$ cat config.mk
export PLATFORM = sky130hd
export DESIGN_NAME = k_alu_ctrl_issue
export DESIGN_NICKNAME = d
export VERILOG_FILES = /design/src/rtl/k_alu_ctrl_issue.sv
export SDC_FILE = /design/constraint.sdc
export NUM_CORES = 1
export LEC_CHECK = 0
export CORE_ASPECT_RATIO = 0.5
export CORE_MARGIN = 3
export CORE_UTILIZATION = 45
export DETAILED_ROUTE_END_ITERATION = 8
export PLACE_DENSITY = 0.79
export SETUP_SLACK_MARGIN = 0.02
export SLEW_MARGIN = 20
export SYNTH_ARGS = -nofsm -noshare
export SYNTH_HDL_FRONTEND = slang
export SYNTH_SLANG_ARGS = --single-unit
export TNS_END_PERCENT = 1
$ cat constraint.sdc
create_clock -name K_clk -period 1.9 [get_ports K_clk]
set_clock_uncertainty 0.1 [all_clocks]
set_input_delay 0.38 -clock K_clk [delete_from_list [all_inputs] [get_ports K_clk]]
set_output_delay 0.38 -clock K_clk [all_outputs]
set_load 0.02 [all_outputs]
$ cat src/rtl/k_alu_ctrl_issue.sv
// k_alu_ctrl_issue
//   ALU control and issue stage in front of the K_ALU datapath. Entries from
//   the ID side are decoded (ALUOp/funct -> 4-bit ALU control) when they are
//   pushed, then held in a 2-entry FIFO. The head entry is presented to the
//   ALU. A sticky illegal-funct flag and a wrapping count of legal issues
//   are also kept.
//
// Ports
//   K_clk, K_rst_n              clock, asynchronous active-low reset
//   K_flush                     synchronous clear of the buffer
//   K_in_valid / K_in_ready     upstream handshake
//   K_alu_op, K_funct           decode inputs
//   K_op_a, K_op_b, K_tag       operands and destination tag
//   K_out_valid / K_out_ready   ALU-side handshake for the head entry
//   K_ALU_control, K_alu_in1,
//   K_alu_in2, K_out_tag,
//   K_out_illegal               head entry fields (zero while empty)
//   K_illegal_seen              sticky, set by any illegal push
//   K_issue_count               legal pops, wraps at 2^CNT_W
module k_alu_ctrl_issue #(
  parameter int W     = 32,
  parameter int CNT_W = 16
) (
  input  logic             K_clk,
  input  logic             K_rst_n,
  input  logic             K_flush,
  input  logic             K_in_valid,
  output logic             K_in_ready,
  input  logic [1:0]       K_alu_op,
  input  logic [5:0]       K_funct,
  input  logic [W-1:0]     K_op_a,
  input  logic [W-1:0]     K_op_b,
  input  logic [4:0]       K_tag,
  output logic             K_out_valid,
  input  logic             K_out_ready,
  output logic [3:0]       K_ALU_control,
  output logic [W-1:0]     K_alu_in1,
  output logic [W-1:0]     K_alu_in2,
  output logic [4:0]       K_out_tag,
  output logic             K_out_illegal,
  output logic             K_illegal_seen,
  output logic [CNT_W-1:0] K_issue_count
);

  typedef struct packed {
    logic         ill;
    logic [4:0]   tag;
    logic [W-1:0] b;
    logic [W-1:0] a;
    logic [3:0]   ctrl;
  } entry_t;

  logic [1:0]       occ_q, occ_d;
  logic             wr_ptr_q, wr_ptr_d;
  logic             rd_ptr_q, rd_ptr_d;
  logic             illegal_seen_q, illegal_seen_d;
  logic [CNT_W-1:0] issue_count_q, issue_count_d;

  logic [3:0] dec_ctrl;
  logic       dec_ill;
  logic       push;
  logic       pop;
  entry_t     new_entry;
  entry_t     head;
  entry_t     slot_rd [2];
  logic [1:0] slot_we;

  // ALUOp/funct translation, done once at push time.
  always_comb begin
    dec_ctrl = 4'b0010;
    dec_ill  = 1'b0;
    case (K_alu_op)
      2'b00: dec_ctrl = 4'b0010;
      2'b01: dec_ctrl = 4'b0110;
      2'b11: dec_ctrl = 4'b0001;
      default: begin
        case (K_funct)
          6'b100000: dec_ctrl = 4'b0010;
          6'b100010: dec_ctrl = 4'b0110;
          6'b100100: dec_ctrl = 4'b0000;
          6'b100101: dec_ctrl = 4'b0001;
          6'b101010: dec_ctrl = 4'b0111;
          default: begin
            dec_ctrl = 4'b0010;
            dec_ill  = 1'b1;
          end
        endcase
      end
    endcase
  end

  assign new_entry = '{ill: dec_ill, tag: K_tag, b: K_op_b, a: K_op_a, ctrl: dec_ctrl};

  // Handshake flags come only from registered occupancy, so a pop never
  // opens a slot for a push in the same cycle.
  assign K_in_ready  = (occ_q < 2'd2);
  assign K_out_valid = (occ_q != 2'd0);
  assign push        = K_in_valid & K_in_ready;
  assign pop         = K_out_valid & K_out_ready;

  genvar gi;
  generate
    for (gi = 0; gi < 2; gi++) begin : g_slot
      entry_t slot_q, slot_d;

      // A flushed push is dropped, so it never lands in storage.
      assign slot_we[gi] = push & ~K_flush & (wr_ptr_q == 1'(gi));

      always_comb begin
        slot_d = slot_q;
        if (slot_we[gi]) slot_d = new_entry;
      end

      always_ff @(posedge K_clk or negedge K_rst_n) begin
        if (!K_rst_n) slot_q <= '0;
        else          slot_q <= slot_d;
      end

      assign slot_rd[gi] = slot_q;
    end
  endgenerate

  // Empty buffer presents all-zero head fields, also after flush or drain.
  assign head = K_out_valid ? slot_rd[rd_ptr_q] : '0;

  always_comb begin
    occ_d          = occ_q;
    wr_ptr_d       = wr_ptr_q;
    rd_ptr_d       = rd_ptr_q;
    illegal_seen_d = illegal_seen_q;
    issue_count_d  = issue_count_q;
    if (K_flush) begin
      // Same-cycle push and pop are both discarded; the sticky flag stays.
      occ_d    = 2'd0;
      wr_ptr_d = 1'b0;
      rd_ptr_d = 1'b0;
    end else begin
      if (push) begin
        wr_ptr_d = ~wr_ptr_q;
        if (dec_ill) illegal_seen_d = 1'b1;
      end
      if (pop) begin
        rd_ptr_d = ~rd_ptr_q;
        if (!head.ill) issue_count_d = issue_count_q + CNT_W'(1);
      end
      occ_d = occ_q + {1'b0, push} - {1'b0, pop};
    end
  end

  always_ff @(posedge K_clk or negedge K_rst_n) begin
    if (!K_rst_n) begin
      occ_q          <= 2'd0;
      wr_ptr_q       <= 1'b0;
      rd_ptr_q       <= 1'b0;
      illegal_seen_q <= 1'b0;
      issue_count_q  <= '0;
    end else begin
      occ_q          <= occ_d;
      wr_ptr_q       <= wr_ptr_d;
      rd_ptr_q       <= rd_ptr_d;
      illegal_seen_q <= illegal_seen_d;
      issue_count_q  <= issue_count_d;
    end
  end

  assign K_ALU_control  = head.ctrl;
  assign K_alu_in1      = head.a;
  assign K_alu_in2      = head.b;
  assign K_out_tag      = head.tag;
  assign K_out_illegal  = head.ill;
  assign K_illegal_seen = illegal_seen_q;
  assign K_issue_count  = issue_count_q;

endmodule

==> flow_summary.ini, run 1 <==
[outcome]
status = complete, but fails checks
violations = negative setup slack

[cts]
path_clk_slew_ns = 0.07
ctsHtreeMaxLevel = 4
clock_path_buffers = 2
clk_latency_ns = 0.42
cts_sinks = 167
cts_tree = yes
cts_buffers = 17
root_buffer = clkbuf_16

[placed_design]
place_ws_ns = -0.244
io_buffers = 173
place_area_mm2 = 0.00988
dpl.hpwl_um = 13300
gp_congestion = 0.799

[synth]
ys_seq_area_share_pct = 54.6
synth_top_family_by_area = simple AND/OR/NAND/NOR gates
ys_seq_elements = 167
synth_fa_ha_area_share_pct = 0.490
synth_compound_area_share_pct = 1.10
synthMuxAreaShare_pct = 9.89
syn_area_mm2 = 0.00765
yosys.area.top_type = dfrtp_1
synthesis.nets = 959
synth_async_sr_flop_share_pct = 100
ys_types = 33
synth_flop_cell = dfrtp_1
synth_top_area_share_pct = 54.6
synth_edf_count = 0
avgSynthCellArea_um2 = 8.76
synth_warnings = 0
yosys.area_share.simple_pct = 28.3
synth_xor_area_share_pct = 2.17
synth_area_leaders = dfrtp_1, nand2_1, mux2i_1
synth_cells = 874

[global_route]
grtUsageTotal_pct = 21.6
grt_pass1_wl_um = 32600
grt-ovfl-total = 0
grt_max_degree = 59
grt_antenna_before_repair = 0
grt_pass1_vias = 6587

[die]
core.rowCount = 33
start_util_pct = 46.3
die_y_um = 98.2
core_area_mm2 = 0.0165
ios = 175
die_area_mm2 = 0.0187
die_w_um = 190

[setup_path]
critical_path_required_ns = 1.42
worstSetupPathType = flop to output pin
endpoint_kind = output pin
slowest_delay_ns = 0.53
worst_ep_arrival_time_ns = 1.77
cp-startpoint = rd_ptr_q
start_kind = flop
reg2reg_from = rd_ptr_q
path_cells = buf_12 > mux2i_1 > nor2_1 > dlygate4sd2_1
slowest_stage = dfrtp_4
crit_fanout = 10

[final_layout]
stdcell_area_mm2 = 0.0104
synthToLayoutAreaGrowth_pct = 36.3
post-route-util_pct = 63.2
drive_above_1_share_pct = 16.0
regArea_mm2 = 0.00418
insertedDiodeCount = 0
multi_input_area_mm2 = 0.00327
fillers = 1392
final_nets = 1152

[detailed_routing]
drtIter0Drc = 351
wl_um = 20200
vias = 6501
ant_nets = 0
drcViolationCount = 0
via_per_inst = 4.97
wl_per_cell_um = 15.4
drtPass1Iterations = 5

[job]
max-cap-violations = 0

[power_and_ir_drop]
leakage_nw = 5.25
vdd_drop_max_uv = 820
p_per_area_mw_per_mm2 = 1540

[timing]
maxSlewViolCount = 0
layout_setup_ws_ns = -0.351
period_share_pct = 118
grt_setup_unrepaired = yes
max_freq_ghz = 0.444
hold_violations = 0
period_needed_ns = 2.25
setup_viol = 85
hold_ws_ns = 0.325

[hold_path]
hold_class = input pin to async pin
[logic make-up (layout without fill, tap and decap cells)]
| logic type | Yosys count | in the layout |
|---|---|---|
| adders and majority gates | 3 | 3 |
| xor gates and xnor gates | 19 | 19 |
| buffers and inverters | 55 | 261 |
| DFF | 167 | 167 |
| muxes | 75 | 75 |
| and+or+nand+nor | 540 | 540 |
| AOI/OAI and AO/OA | 14 | 14 |
| other | 1 | 1 |
[synth_stat cells, types with 2 or more instances]
| cell type | count |
|---|---|
| xor2_1 | 3 |
| nor2b_1 | 4 |
| mux2i_1 | 73 |
| nand3_1 | 8 |
| and2_1 | 4 |
| and4_1 | 2 |
| o21ai_0 | 9 |
| o21a_1 | 2 |
| and3_1 | 3 |
| clkbuf_1 | 21 |
| buf_2 | 26 |
| buf_4 | 2 |
| xnor2_1 | 16 |
| nor4bb_1 | 3 |
| nor2_1 | 76 |
| nand2b_1 | 2 |
| dfrtp_1 | 167 |
| ha_1 | 3 |
| inv_1 | 4 |
| nor3_2 | 2 |
| nand4_1 | 6 |
| buf_6 | 2 |
| nand2_1 | 426 |
[what timing repair did]
action / in CTS / in global routing
hold endpoints to repair: 35 / 0
hold buffers: 1 / 0
cloned: 0 / 2
setup endpoints to repair: 101 / 99
setup buffers: 2 / 12
resized for setup: 283 / 83
pin swaps: 3 / 2
[cell usage in the layout, fill, tap and decap left out, drive strengths merged, types with 3 or more instances in the layout]
master,count
nand2,426
dfrtp,167
buf,117
clkdlybuf4s50,80
nor2,76
mux2i,73
clkbuf,24
dlygate4sd2,20
xnor2,16
o21ai,10
nand3,8
inv,8
clkinvlp,7
nand4,6
nor2b,4
and2,4
and3,3
xor2,3
nor4bb,3
ha,3
nand2b,3
[path summary, 6_finish.rpt]
kind	depth (start not counted)	endpoint	slack [ns]
max	4	K_alu_in2[24]	-0.35
min reg2reg	1	K_issue_count[15]	0.37
max reg2reg	7	K_issue_count[14]	-0.14
min in group K_clk	1	K_issue_count[15]	0.37
min	2	K_issue_count[10]	0.32
max in group asynchronous	3	g_slot[0].slot_q[42]	0.71
[routing by layer]
metal / track usage (%) / up-vias / routed length, um
met3: 3.87 / 26 / 1010
li1: - / 3122 / -
met2: 37.9 / 184 / 10100
met1: 27.7 / 3169 / 8680
met5: 0 / - / 0
met4: 6.31 / 0 / 359
[registers in the layout, indices dropped and copies added (netlist names)]
name	cells
K_issue_count	16
K_illegal_seen	1
wr_ptr_q	1
occ_q	2
rd_ptr_q	1
g_slot.slot_q	146
[power breakdown]
part | leakage [nW] | internal [mW] | switching [mW]
clock | 0.239 | 1.69 | 1.52
sequential | 2.10 | 5.19 | 0.971
combinational | 2.91 | 3.03 | 3.71
total | 5.25 | 9.91 | 6.20
[metrics by stage]
stage | cells | setup TNS, ns | power (mW)
floorplan | 874 | 0 | 9.91
global placement | 1258 | -34.26 | 12.6
detailed placement | 1258 | -40.85 | 12.9
CTS | 1293 | -17.62 | 15.7
global route | 1307 | -24.09 | 17.2
finish | 1307 | -17.99 | 16.1
[worst max-delay path, delay by kind of cell, from the launching register on]
family	cells	cell delay, ns
buffers and inverters	2	0.50
flip-flops	1	0.53
multiplexers	1	0.26
AND/OR/NAND/NOR	1	0.05
[cell type report]
class / instances / area share, %
Inverter: 4 / 0.144
Sequential cell: 167 / 40.1
Tap cell: 227 / 2.72
Multi-Input combinational cell: 652 / 31.3
Clock buffer: 19 / 4.15
Timing Repair Buffer: 225 / 20.6
Clock inverter: 13 / 0.971
No activity file was read; power rests on OpenSTA's default activity.
==> inputs of run 2 (changes only) <==
Settings changed: ABC_CLOCK_PERIOD_IN_PS set to 1900, CORE_UTILIZATION 45 to 46, PLACE_DENSITY 0.79 to 0.8.
==> run 2 against run 1 <==
The run still ends with negative setup slack left; combinational power decreased by 2%; routed wire length decreased by 1.4%; via count about the same; register-to-register slack improved by 0.11 ns; fmax increased by 3.1%; hold slack improved by 0.048 ns; setup slack improved by 0.067 ns; count of clock-buffer cells in the layout unchanged; critical path depth increased by 1; total power increased by 2.4%; non-clock buffer count increased by 1; global-route usage about the same; critical path type unchanged; largest cell class unchanged; largest power group unchanged.
==> flow_summary.ini, run 2 (same netlist as run 1, synthesis figures left out) <==
[outcome]
violations = negative setup slack
status = complete, but fails checks

[timing]
hold_ws_ns = 0.373
tns_ns = -14.76
setup_viol = 78
period_needed_ns = 2.18
hold_violations = 0
layout_setup_ws_ns = -0.284
grt_setup_unrepaired = yes
period_share_pct = 115
tightest_slew_ns = 0.580
max_freq_ghz = 0.458
maxSlewViolCount = 0
max_slew_margin_pct = 61.3

[placed_design]
dpl.hpwl_um = 13300
place_ws_ns = -0.258
gp_congestion = 0.774
dp.cells = 1255
place_area_mm2 = 0.00992
io_buffers = 173

[die]
ios = 175
die_w_um = 188
start_util_pct = 48.3
core.rowCount = 32
core_area_mm2 = 0.0159
die_area_mm2 = 0.0183
die_y_um = 97.2

[final_layout]
synthToLayoutAreaGrowth_pct = 37.1
post-route-util_pct = 66.2
largest_reg_flops = 146
final_nets = 1153
drive_above_1_share_pct = 16.2
final_common_cell = nand2_1
insertedDiodeCount = 0
stdcell_area_mm2 = 0.0105
largest-register = g_slot.slot_q
fillers = 1255
fin_cells = 1301
final_cell_mix = nand2_1, dfrtp_1, clkdlybuf4s50_1

[cts]
cts_sinks = 167
cts_buffers = 17
root_buffer = clkbuf_16
cts_tree = yes
clock_path_buffers = 2
path_clk_slew_ns = 0.06
ctsHtreeMaxLevel = 4
clk_latency_ns = 0.41

[power_and_ir_drop]
vdd_drop_max_uv = 823
leakage_nw = 5.33
power.total_mw = 16.5
p_per_area_mw_per_mm2 = 1570

[global_route]
grt_antenna_before_repair = 0
grt_pass1_vias = 6573
grt_pass1_wl_um = 32300
grt_max_degree = 60
grtUsageTotal_pct = 21.6
grt-ovfl-total = 0

[setup_path]
endpoint_kind = output pin
crit_fanout = 7
critical_path_required_ns = 1.42
start_kind = flop
worst_ep_arrival_time_ns = 1.70
worstSetupPathType = flop to output pin

[detailed_routing]
wl_um = 19900
drcViolationCount = 0
vias = 6495
drtPass1Iterations = 4
wl_per_cell_um = 15.3
drtIter0Drc = 305
ant_nets = 0
via_per_inst = 4.99

[job]
max-cap-violations = 0

[hold_path]
hold_class = flop to flop
==> run 2: cell type report <==
class,count,area [um^2],share of cell area [%]
clock buffer,19,443,4.22
clock inverter,12,200,1.91
inverter,4,15.0,0.143
multi-input combinational,652,3250,30.9
sequential,167,4180,39.9
tap,221,277,2.63
timing repair buffer,226,2130,20.3
==> run 2: report_power, final <==
part / internal [mW] / leakage [nW] / switching, mW
clock: 2.37 / 0.317 / 1.40
combinational: 2.92 / 2.91 / 3.67
sequential: 5.19 / 2.10 / 0.946
==> run 2: timing repair <==
| action | in CTS | in global routing |
|---|---|---|
| resized for setup | 317 | 42 |
| pin swaps | 2 | 4 |
| gates cloned | 0 | 2 |
| hold buffers | 1 | 0 |
| setup buffers | 3 | 9 |
| endpoints found under the setup margin | 102 | 90 |
| endpoints found under the hold margin | 53 | 0 |
==> run 2: path summary, 6_finish.rpt <==
path	from	end	slack, ns	cells after the start
min	g_slot[1].slot_q[55]	g_slot[1].slot_q[55]	0.37	2
max	rd_ptr_q	K_ALU_control[2]	-0.28	5
min reg2reg	g_slot[1].slot_q[55]	g_slot[1].slot_q[55]	0.37	2
max in group asynchronous	K_rst_n	g_slot[0].slot_q[14]	0.63	3
min in group asynchronous	K_rst_n	g_slot[1].slot_q[34]	0.41	2
max reg2reg	rd_ptr_q	K_issue_count[1]	-0.03	4
==> run 2: routing by layer <==
| metal | up-vias | routed length (um) | GRT usage (%) |
|---|---|---|---|
| met4 | 0 | 279 | 5.83 |
| met2 | 165 | 10100 | 38.7 |
| met5 | - | 0 | 0 |
| li1 | 3122 | - | - |
| met1 | 3183 | 8620 | 26.7 |
| met3 | 25 | 933 | 4.58 |
==> run 2: critical path, cell delays in order (launching register included) <==
cell	delay (ns)
dfrtp_4	0.57
buf_4	0.17
buf_6	0.14
mux2i_1	0.11
nor2_1	0.14
buf_4	0.16
